## src/rtl/alb_operand_stage.sv

```systemverilog
// ============================================================================
// Module   : alb_operand_stage
// Purpose  : Operand-fetch stage ahead of the ALB: register file, Q register,
//            source-pair select and registered R/S/CI/ALB_MI issue.
// Revision : 1.0
// ============================================================================
`default_nettype none

module alb_operand_stage #(
    parameter int DW = 8,
    parameter int AW = 4
) (
    input  logic          clk,
    input  logic          resetb,
    input  logic          op_valid,
    output logic          op_ready,
    input  logic [AW-1:0] a_addr,
    input  logic [AW-1:0] b_addr,
    input  logic [2:0]    src_sel,
    input  logic [DW-1:0] d_in,
    input  logic          ci_in,
    input  logic [1:0]    mi_in,
    output logic [DW-1:0] R,
    output logic [DW-1:0] S,
    output logic          CI,
    output logic [1:0]    ALB_MI,
    output logic          out_valid,
    input  logic          stall,
    input  logic          wb_en,
    input  logic [AW-1:0] wb_addr,
    input  logic [DW-1:0] wb_data,
    input  logic          q_en,
    output logic [DW-1:0] q_out
);

    localparam int c_DEPTH = 1 << AW;

    logic [DW-1:0] r_rf [c_DEPTH];
    logic [DW-1:0] r_q;

    logic [DW-1:0] w_a;
    logic [DW-1:0] w_b;
    logic [DW-1:0] w_q;
    logic [DW-1:0] w_r;
    logic [DW-1:0] w_s;
    logic          w_accept;

    // Same-edge write-back is forwarded so an issued operand is never stale.
    assign w_a = (wb_en && (wb_addr == a_addr)) ? wb_data : r_rf[a_addr];
    assign w_b = (wb_en && (wb_addr == b_addr)) ? wb_data : r_rf[b_addr];
    assign w_q = q_en ? wb_data : r_q;

    assign op_ready = !(out_valid && stall);
    assign w_accept = op_valid && op_ready;
    assign q_out    = r_q;

    always_comb begin
        w_r = '0;
        w_s = '0;
        case (src_sel)
            3'd0: begin w_r = w_a;  w_s = w_q; end
            3'd1: begin w_r = w_a;  w_s = w_b; end
            3'd2: begin w_r = '0;   w_s = w_q; end
            3'd3: begin w_r = '0;   w_s = w_b; end
            3'd4: begin w_r = '0;   w_s = w_a; end
            3'd5: begin w_r = d_in; w_s = w_a; end
            3'd6: begin w_r = d_in; w_s = w_q; end
            default: begin w_r = d_in; w_s = '0; end
        endcase
    end

    always_ff @(posedge clk or negedge resetb) begin
        if (!resetb) begin
            for (int i = 0; i < c_DEPTH; i++) begin
                r_rf[i] <= '0;
            end
            r_q <= '0;
        end else begin
            if (wb_en) begin
                r_rf[wb_addr] <= wb_data;
            end
            if (q_en) begin
                r_q <= wb_data;
            end
        end
    end

    // While stalled with a valid op the outputs are frozen as a snapshot.
    always_ff @(posedge clk or negedge resetb) begin
        if (!resetb) begin
            R         <= '0;
            S         <= '0;
            CI        <= 1'b0;
            ALB_MI    <= 2'b00;
            out_valid <= 1'b0;
        end else if (w_accept) begin
            R         <= w_r;
            S         <= w_s;
            CI        <= ci_in;
            ALB_MI    <= mi_in;
            out_valid <= 1'b1;
        end else if (!stall) begin
            out_valid <= 1'b0;
        end
    end

endmodule

`default_nettype wire

```

## config.mk

```make
export PLATFORM = sky130hd
export DESIGN_NAME = alb_operand_stage
export DESIGN_NICKNAME = d
export VERILOG_FILES = /design/src/rtl/alb_operand_stage.sv
export SDC_FILE = /design/constraint.sdc
export NUM_CORES = 1
export LEC_CHECK = 0
export BUFFER_PORTS_ARGS = -buffer_cell sky130_fd_sc_hd__buf_2
export CAP_MARGIN = 20
export CORE_MARGIN = 4
export CORE_UTILIZATION = 55
export DETAILED_ROUTE_END_ITERATION = 8
export PLACE_DENSITY = 0.74
export SLEW_MARGIN = 40
export SYNTH_ARGS = -nofsm -noshare
export SYNTH_HDL_FRONTEND = slang
export SYNTH_SLANG_ARGS = --single-unit
export TNS_END_PERCENT = 100
```

## constraint.sdc

```tcl
create_clock -name clk -period 2.1 [get_ports clk]
set_clock_uncertainty 0.2 [all_clocks]
set_input_delay 0.315 -clock clk [delete_from_list [all_inputs] [get_ports clk]]
set_output_delay 0.315 -clock clk [all_outputs]
set_load 0.01 [all_outputs]
```

* After elaboration in Yosys (flattened, before gate mapping) *
Index checks and enable logic that the tools add are counted.

word-level totals
  bits in registers = 156
  input port bits = 40
  output and inout port bits = 29
  word-level logic and storage cells = 66

operators by class
  order comparisons = 4
  equality and inequality tests = 9
  muxes and demuxes = 16
  bitwise gates (word level) = 3
  reduce and logical (&&, ||, !) cells = 12

operators by type and width
  cell                                                         number
  bitwise mux 128 bit                                          1
  binary-select mux 8 bit (select 4 bit)                       2
  two-way mux 8 bit                                            8
  demux 8 bit (select 4 bit)                                   1
  case mux 8 bit (3 select lines)                              1
  case mux 8 bit (2 select lines)                              1
  greater-or-equal comparator 5 bit (second input constant)    3
  inverter 4 -> 5 bit                                          3
  equality test 3 bit (second input constant)                  3
  equality test 4 bit                                          2
  equality test 3 x 2 -> 1 bit (second input constant)         2
  OR reduction 2 bit                                           3
  OR reduction 3 bit                                           2
  logical AND 1 bit                                            5
  less-than comparator 5 x 1 -> 1 bit (second input constant)  1
  equality test 3 x 1 -> 1 bit (second input constant)         1
  zero test 3 bit                                              1
  two-way mux 1 bit                                            2
  != test 2 x 1 -> 1 bit (second input constant)               1
  zero test 1 bit                                              1

* Logic depth before layout (Yosys ltp) *
Gate-level depths: netlist (run 1).

  word-level depth = 6
  depth in mapped cells = 8
  gate-level depth less buffers = 5

* Least setup slack after synthesis (run 1) *
Ideal clock, no wire load.

  path kind = input -> register
  start point = input port b_addr[3]
  end point = register S[5]
  setup time = 0.139 ns
  arrival time = 1.522 ns
  data required time = 1.761 ns
  slack = 0.239 ns
  cell stages on the path = 7
  path buffers = 2
  cell sequence = buf_2 -> clkbuf_1 -> mux4_2 -> mux2i_1 -> mux2i_1 -> a21oi_1 -> o221ai_1

on the way
  word-level cells in the longest chain between the ends = 6
  elaborated cells on any way between the ends = 8
  those cells by class = eq/ne: 1; mux: 5; bitwise: 1; reduce/logical: 1

ends and longest elaborated chain
  what                                                   line  source
  from (decl)                                            18    input logic [AW-1:0] b_addr,
  inverter 4 -> 5 bit (not written as such)              50    assign w_b = (wb_en && (wb_addr == b_addr)) ? wb_data : r_rf[b_addr];
  binary-select mux 8 bit (select 4 bit)                 50
  two-way mux 8 bit (not written as such) (2 in series)  50
  two-way mux 8 bit *                                    50
  case mux 8 bit (3 select lines) *                      60    case (src_sel)
  to (signal assigned)                                   98    S <= w_s;
  to (decl)                                              24    output logic [DW-1:0] S,

Mark *: on every way between the ends. The rest lies on a longest branch, timed or not. The select of a mux whose other input is x is not followed.
A chain may end at the register's enable or synchronous reset.

* Final worst setup path (run 1) *
  start point = input port op_valid
  end point = register S[0]

on the way
  word-level cells in the longest chain between the ends = 1

ends and longest elaborated chain
  what               line  source
  from (decl)        15    input logic op_valid,
  logical AND 1 bit  54    assign w_accept = op_valid && op_ready;

No other way between the ends.

==> flow_summary.json, run 1 <==
{
  "critPathMaxFanout": 4,
  "multiInputGateArea_um2": 4260,
  "cts_tree": "done",
  "synthCells": 622,
  "nFillCells": 1023,
  "grt-ovfl-total": 0,
  "portBuffers": 68,
  "vias_per_cell": 6.78,
  "rows": 45,
  "power.density_nw_per_um2": 933,
  "finalWirelength_um": 24400,
  "seqCellArea_um2": 3900,
  "hold_start": "d_in[3]",
  "async_flop_share": 1.00,
  "r2r_end": "S[0]$_DFFE_PN0P_",
  "synthFlopType": "dfrtp_1",
  "syn_area_um2": 8440,
  "fin_crit_ps": 2020,
  "clock_latency_ps": 430,
  "seq_area_frac_synth": 0.463,
  "ff2ff_setup_slack_ps": 180,
  "switching_share": 0.279,
  "hold_class": "in2reg",
  "clk_pin_slew_worst_paths_ps": 60,
  "htree_levels": 4,
  "pwr-share-clk": 0.339,
  "via_count": 6430,
  "ys_seq_elements": 156,
  "clk_path_buf_depth": 2,
  "first_iter_violations": 668,
  "intPower_mw": 6.80,
  "antenna_left": 0,
  "drcViolationCount": 0,
  "die_w_um": 132,
  "sequentialPowerShare": 0.441,
  "hpwl_um": 17100,
  "maxSlewHeadroom": 0.618,
  "p_switching_mw": 2.63,
  "numCtsBuffers": 17,
  "worstHoldPathCells": 4,
  "grt_pass1_vias": 6615,
  "final_util": 0.669,
  "outcome": "finished, final reports clean",
  "wire_per_inst_um": 25.7,
  "avgSynthCellArea_um2": 13.6,
  "ff2ff_path_depth": 5,
  "grt_first_pass_wirelength_um": 38600,
  "gp_congestion": 0.938,
  "fmax_mhz": 494,
  "core_region_area_um2": 15100,
  "max_cap_violations": 0,
  "drive_gt1_frac": 0.425,
  "die_h_um": 132,
  "clockRootBuffer": "clkbuf_16",
  "cp.arrival_ps": 2150,
  "ys_warn_count": 0,
  "p_comb_frac": 0.221,
  "peakVddDrop_mv": 0.633,
  "synth_cell_types": 41,
  "nNetsFinal": 788,
  "grt_usage": 0.290,
  "start_util": 0.559,
  "hold_violations": 0,
  "die_area_um2": 17400,
  "r2r_start": "r_rf[64]$_DFFE_PN0P_",
  "syn2layout_area_growth_pct": 19.7,
  "rsz0062_at_grt": "false",
  "worstSetupPathType": "in2reg",
  "setup_viol": 0,
  "leakage_nw": 4.55,
  "tns_ps": 0,
  "clkSinkCount": 156,
  "first_pass_iters": 5,
  "worst_slew_pin_slew_ps": 570,
  "final-max-slew-violation-count": 0,
  "antennaDiodeCount": 0,
  "syn-num-nets": 662,
  "num_io_pins": 69,
  "cp.required_ps": 2230,
  "cts_setup_buffers": 0,
  "worstHoldEndpoint": "R[3]$_DFFE_PN0P_",
  "cp-end-kind": "register",
  "antenna_found_initial": 0,
  "crit_path_start_kind": "input port",
  "timing.final.crit_share": 0.964,
  "synth_edf_count": 0,
  "grt_max_degree": 50
}
## through the flow
stage | std cells | total power [mW] | hold slack (ps) | area, um2 | setup WS [ps]
3_3_place_gp | 910 | 6.07 | 87.6 | 9410 | -10.9
3_5_place_dp | 910 | 6.20 | 95.7 | 9410 | -74.8
6_report | 948 | 9.43 | 20.6 | 10100 | 76.2
2_1_floorplan | 622 | 5.45 | -181 | 8440 | 239
4_1_cts | 948 | 9.41 | 5.28 | 10100 | 70.1
5_1_grt | 948 | 9.81 | 34.9 | 10100 | 11.7
## cell usage after synthesis, types with 14 or more instances
master,number,share of area
mux2i_1,22,0.026
mux4_2,33,0.088
clkbuf_1,19,0.0085
buf_2,14,0.0083
mux2_2,98,0.13
a22o_1,16,0.017
o21ai_0,59,0.035
nand2_1,55,0.024
mux4_1,31,0.097
dfrtp_1,156,0.46
## cell type report
type / count / area share
Clock inverter: 9 / 0.0135
Sequential cell: 156 / 0.386
Tap cell: 188 / 0.0233
Inverter: 7 / 0.00260
Timing Repair Buffer: 150 / 0.106
Clock buffer: 22 / 0.0469
Multi-Input combinational cell: 416 / 0.421
## flip-flops by register name, indices dropped and copies added (netlist names)
name	flops
r_rf	128
ALB_MI	2
CI	1
S	8
q_out	8
R	8
out_valid	1
## kinds of logic (layout without fill, tap and decap cells)
logic type	after synthesis	in the layout	synth area share
mux	184	184	0.341
flops	156	156	0.463
compound gates	114	114	0.0879
simple gates	110	110	0.0658
buf+inv	50	188	0.0340
xor+xnor	8	8	0.00830
## power groups by stage
stage / Sequential [mW] / Combinational [mW] / Clock (mW)
after detailed placement: 4.16 / 2.03 / 0
after global routing: 4.21 / 2.25 / 3.35
final: 4.15 / 2.08 / 3.19
after CTS: 4.12 / 2.08 / 3.21
after global placement: 4.12 / 1.96 / 0
after floorplan: 4.01 / 1.44 / 0
## critical path: stages
cell and delay (ps):
dlygate4sd3_1 520, buf_2 100, a21bo_2 240, or3b_4 410, a31oi_4 200, buf_4 170
a21oi_1 80, o221ai_1 110
## layout by cell type (no fill, tap or decap), drive strengths merged, types with 8 or more instances in the layout
cell,instances
dfrtp,156
buf,143
mux2,98
mux4,64
o21ai,62
nand2,55
mux2i,22
clkbuf,22
a22o,16
nor2,15
nand2b,9
nand3,9
and3,9
inv,8
a31oi,8
## metal layers
metal	track usage	routed length, um	up-vias
li1	-	-	2653
met1	0.388	9450	3245
met2	0.446	11300	442
met3	0.0767	2490	90
met4	0.141	1130	0
met5	0	0	-
## how the worst max path moves through the flow
stage / startpoint / end / slack, ps / cells past startpoint
after floorplan: b_addr[3] / S[5]$_DFFE_PN0P_ / 240 / 7
after global placement: b_addr[2] / S[0]$_DFFE_PN0P_ / -10 / 7
after detailed placement: b_addr[2] / S[0]$_DFFE_PN0P_ / -70 / 7
after CTS: op_valid / R[5]$_DFFE_PN0P_ / 70 / 9
after global routing: op_valid / R[5]$_DFFE_PN0P_ / 10 / 9
final: op_valid / S[0]$_DFFE_PN0P_ / 80 / 8
## timing repair
| action | 4_1_cts | 5_1_grt |
|---|---|---|
| endpoints found under the hold margin | 50 | 0 |
| resized for setup | 0 | 2 |
| endpoints found under the setup margin | 0 | 3 |
| hold buffers | 7 | 0 |
Note: power is estimated with default switching activity, not from simulation.
==> run 2: changes to the inputs <==
--- a/config.mk
+++ b/config.mk
@@ -11,6 +11,7 @@
 export CORE_UTILIZATION = 55
 export DETAILED_ROUTE_END_ITERATION = 8
 export PLACE_DENSITY = 0.74
+export RECOVER_POWER = 100
 export SLEW_MARGIN = 40
 export SYNTH_ARGS = -nofsm -noshare
 export SYNTH_HDL_FRONTEND = slang
==> run 2 against run 1 <==
Global-route usage unchanged. Sequential power about the same. Final area fell by 2.1%. Clock power barely moved. Power fell by 0.55%. Combinational power down 2%. Largest cell class unchanged.
==> flow_summary.json, run 2 (same netlist as run 1, synthesis figures left out) <==
{
  "outcome": "finished, final reports clean",
  "worstSetupPathType": "in2reg",
  "tns_ps": 0,
  "grt_first_pass_wirelength_um": 38600,
  "die_w_um": 132,
  "syn2layout_area_growth_pct": 17.2,
  "antenna_found_initial": 0,
  "cts_setup_buffers": 0,
  "num_io_pins": 69,
  "clk_pin_slew_worst_paths_ps": 60,
  "drive_gt1_frac": 0.326,
  "cp_slowest_cell": "dlygate4sd3_1",
  "rows": 45,
  "clockRootBuffer": "clkbuf_16",
  "final_common_cell": "dfrtp_1",
  "hold_violations": 0,
  "die_area_um2": 17400,
  "via_count": 6450,
  "final_util": 0.655,
  "fmax_mhz": 495,
  "final_cell_mix": "dfrtp_1, mux2_2, clkbuf_1",
  "clkSinkCount": 156,
  "finalWirelength_um": 24400,
  "power.density_nw_per_um2": 948,
  "nNetsFinal": 788,
  "peakVddDrop_mv": 0.624,
  "cts_tree": "done",
  "cp-end-kind": "register",
  "cpPeakStageDelay_ps": 520,
  "regMostFlops": "r_rf",
  "vias_per_cell": 6.80,
  "grt_max_degree": 50,
  "antennaDiodeCount": 0,
  "p_switching_mw": 2.62,
  "first_pass_iters": 5,
  "drcViolationCount": 0,
  "critPathMaxFanout": 4,
  "seqCellArea_um2": 3900,
  "sequentialPowerShare": 0.443,
  "crit_path_start_kind": "input port",
  "leakage_nw": 4.32,
  "cp.arrival_ps": 2150,
  "grt-ovfl-total": 0,
  "stdcell_area_um2": 9890,
  "fin_crit_ps": 2020,
  "timing.final.crit_share": 0.962,
  "clk_path_buf_depth": 2,
  "cp_cell_sequence": "dlygate4sd3_1 > buf_2 > a21bo_2 > or3b_4 > a31oi_4 > buf_4 > a21oi_1 > o221ai_1",
  "switching_share": 0.280,
  "nFillCells": 1100,
  "pwr-share-clk": 0.340,
  "whs_ps": 19.8,
  "largest_reg_flops": 128,
  "wire_per_inst_um": 25.8,
  "multiInputGateArea_um2": 4230,
  "setup_viol": 0,
  "hold_class": "in2reg",
  "total_power_mw": 9.38,
  "antenna_left": 0,
  "max_cap_violations": 0,
  "die_h_um": 132,
  "grt_pass1_vias": 6615,
  "core_region_area_um2": 15100,
  "hpwl_um": 17100,
  "maxSlewHeadroom": 0.440,
  "rsz0062_at_grt": "false",
  "worst_slew_pin_slew_ps": 840,
  "portBuffers": 68,
  "final-max-slew-violation-count": 0,
  "start_util": 0.559,
  "clock_latency_ps": 430,
  "grt_usage": 0.290,
  "first_iter_violations": 732,
  "dpl_cell_area_um2": 9410,
  "gp_congestion": 0.938,
  "intPower_mw": 6.75,
  "htree_levels": 4,
  "p_comb_frac": 0.217,
  "numCtsBuffers": 17,
  "cp.required_ps": 2230
}
## run 2: layer usage
| metal | global-route usage | vias up | routed length (um) |
|---|---|---|---|
| met3 | 0.0767 | 91 | 2600 |
| met4 | 0.141 | 0 | 1130 |
| met2 | 0.446 | 454 | 11300 |
| met1 | 0.388 | 3252 | 9430 |
| met5 | 0 | - | 0 |
| li1 | - | 2653 | - |
## run 2: final cells by class
cell class | count | area share
inverter | 7 | 0.00266
timing repair buffer | 150 | 0.0895
multi-input combinational | 416 | 0.428
tap | 188 | 0.0238
clock inverter | 9 | 0.0138
sequential | 156 | 0.395
clock buffer | 22 | 0.0480
## run 2: critical path: cells and delay by family
kind | cells | cell delay (ps)
buffers and inverters | 3 | 790
AND/OR/NAND/NOR | 1 | 410
AO/OA/AOI/OAI | 4 | 630
## run 2: worst paths after layout
path                                              end             startpoint  cells after the start  slack, ps
worst min register to register  r_rf[107]$_DFFE_PN0P_  r_rf[107]$_DFFE_PN0P_                      2        310
min in group asynchronous         r_rf[2]$_DFFE_PN0P_                 resetb                      2        190
worst min-delay path                 R[3]$_DFFE_PN0P_                d_in[3]                      4         20
worst max-delay path                 S[0]$_DFFE_PN0P_               op_valid                      8         80
worst max register to register       S[0]$_DFFE_PN0P_   r_rf[72]$_DFFE_PN0P_                      5        180
max in group asynchronous        r_rf[44]$_DFFE_PN0P_                 resetb                      3        300
## run 2: power by group through the flow
stage	clock (mW)	combinational, mW	sequential [mW]
2_1_floorplan	0	1.44	4.01
3_3_place_gp	0	1.96	4.12
3_5_place_dp	0	2.03	4.16
4_1_cts	3.21	2.08	4.12
5_1_grt	3.35	2.20	4.21
6_report	3.19	2.03	4.15
## run 2: repair_timing
action,in CTS,in global routing
hold buffers,7,0
endpoints found under the hold margin,50,0
setup endpoints to repair,0,3
resized for setup,0,2
## run 2: stage by stage
stage	setup WS [ps]	instances
CTS	70.1	948
global placement	-10.9	910
global route	11.5	948
finish	80.2	948
detailed placement	-74.8	910
floorplan	239	622
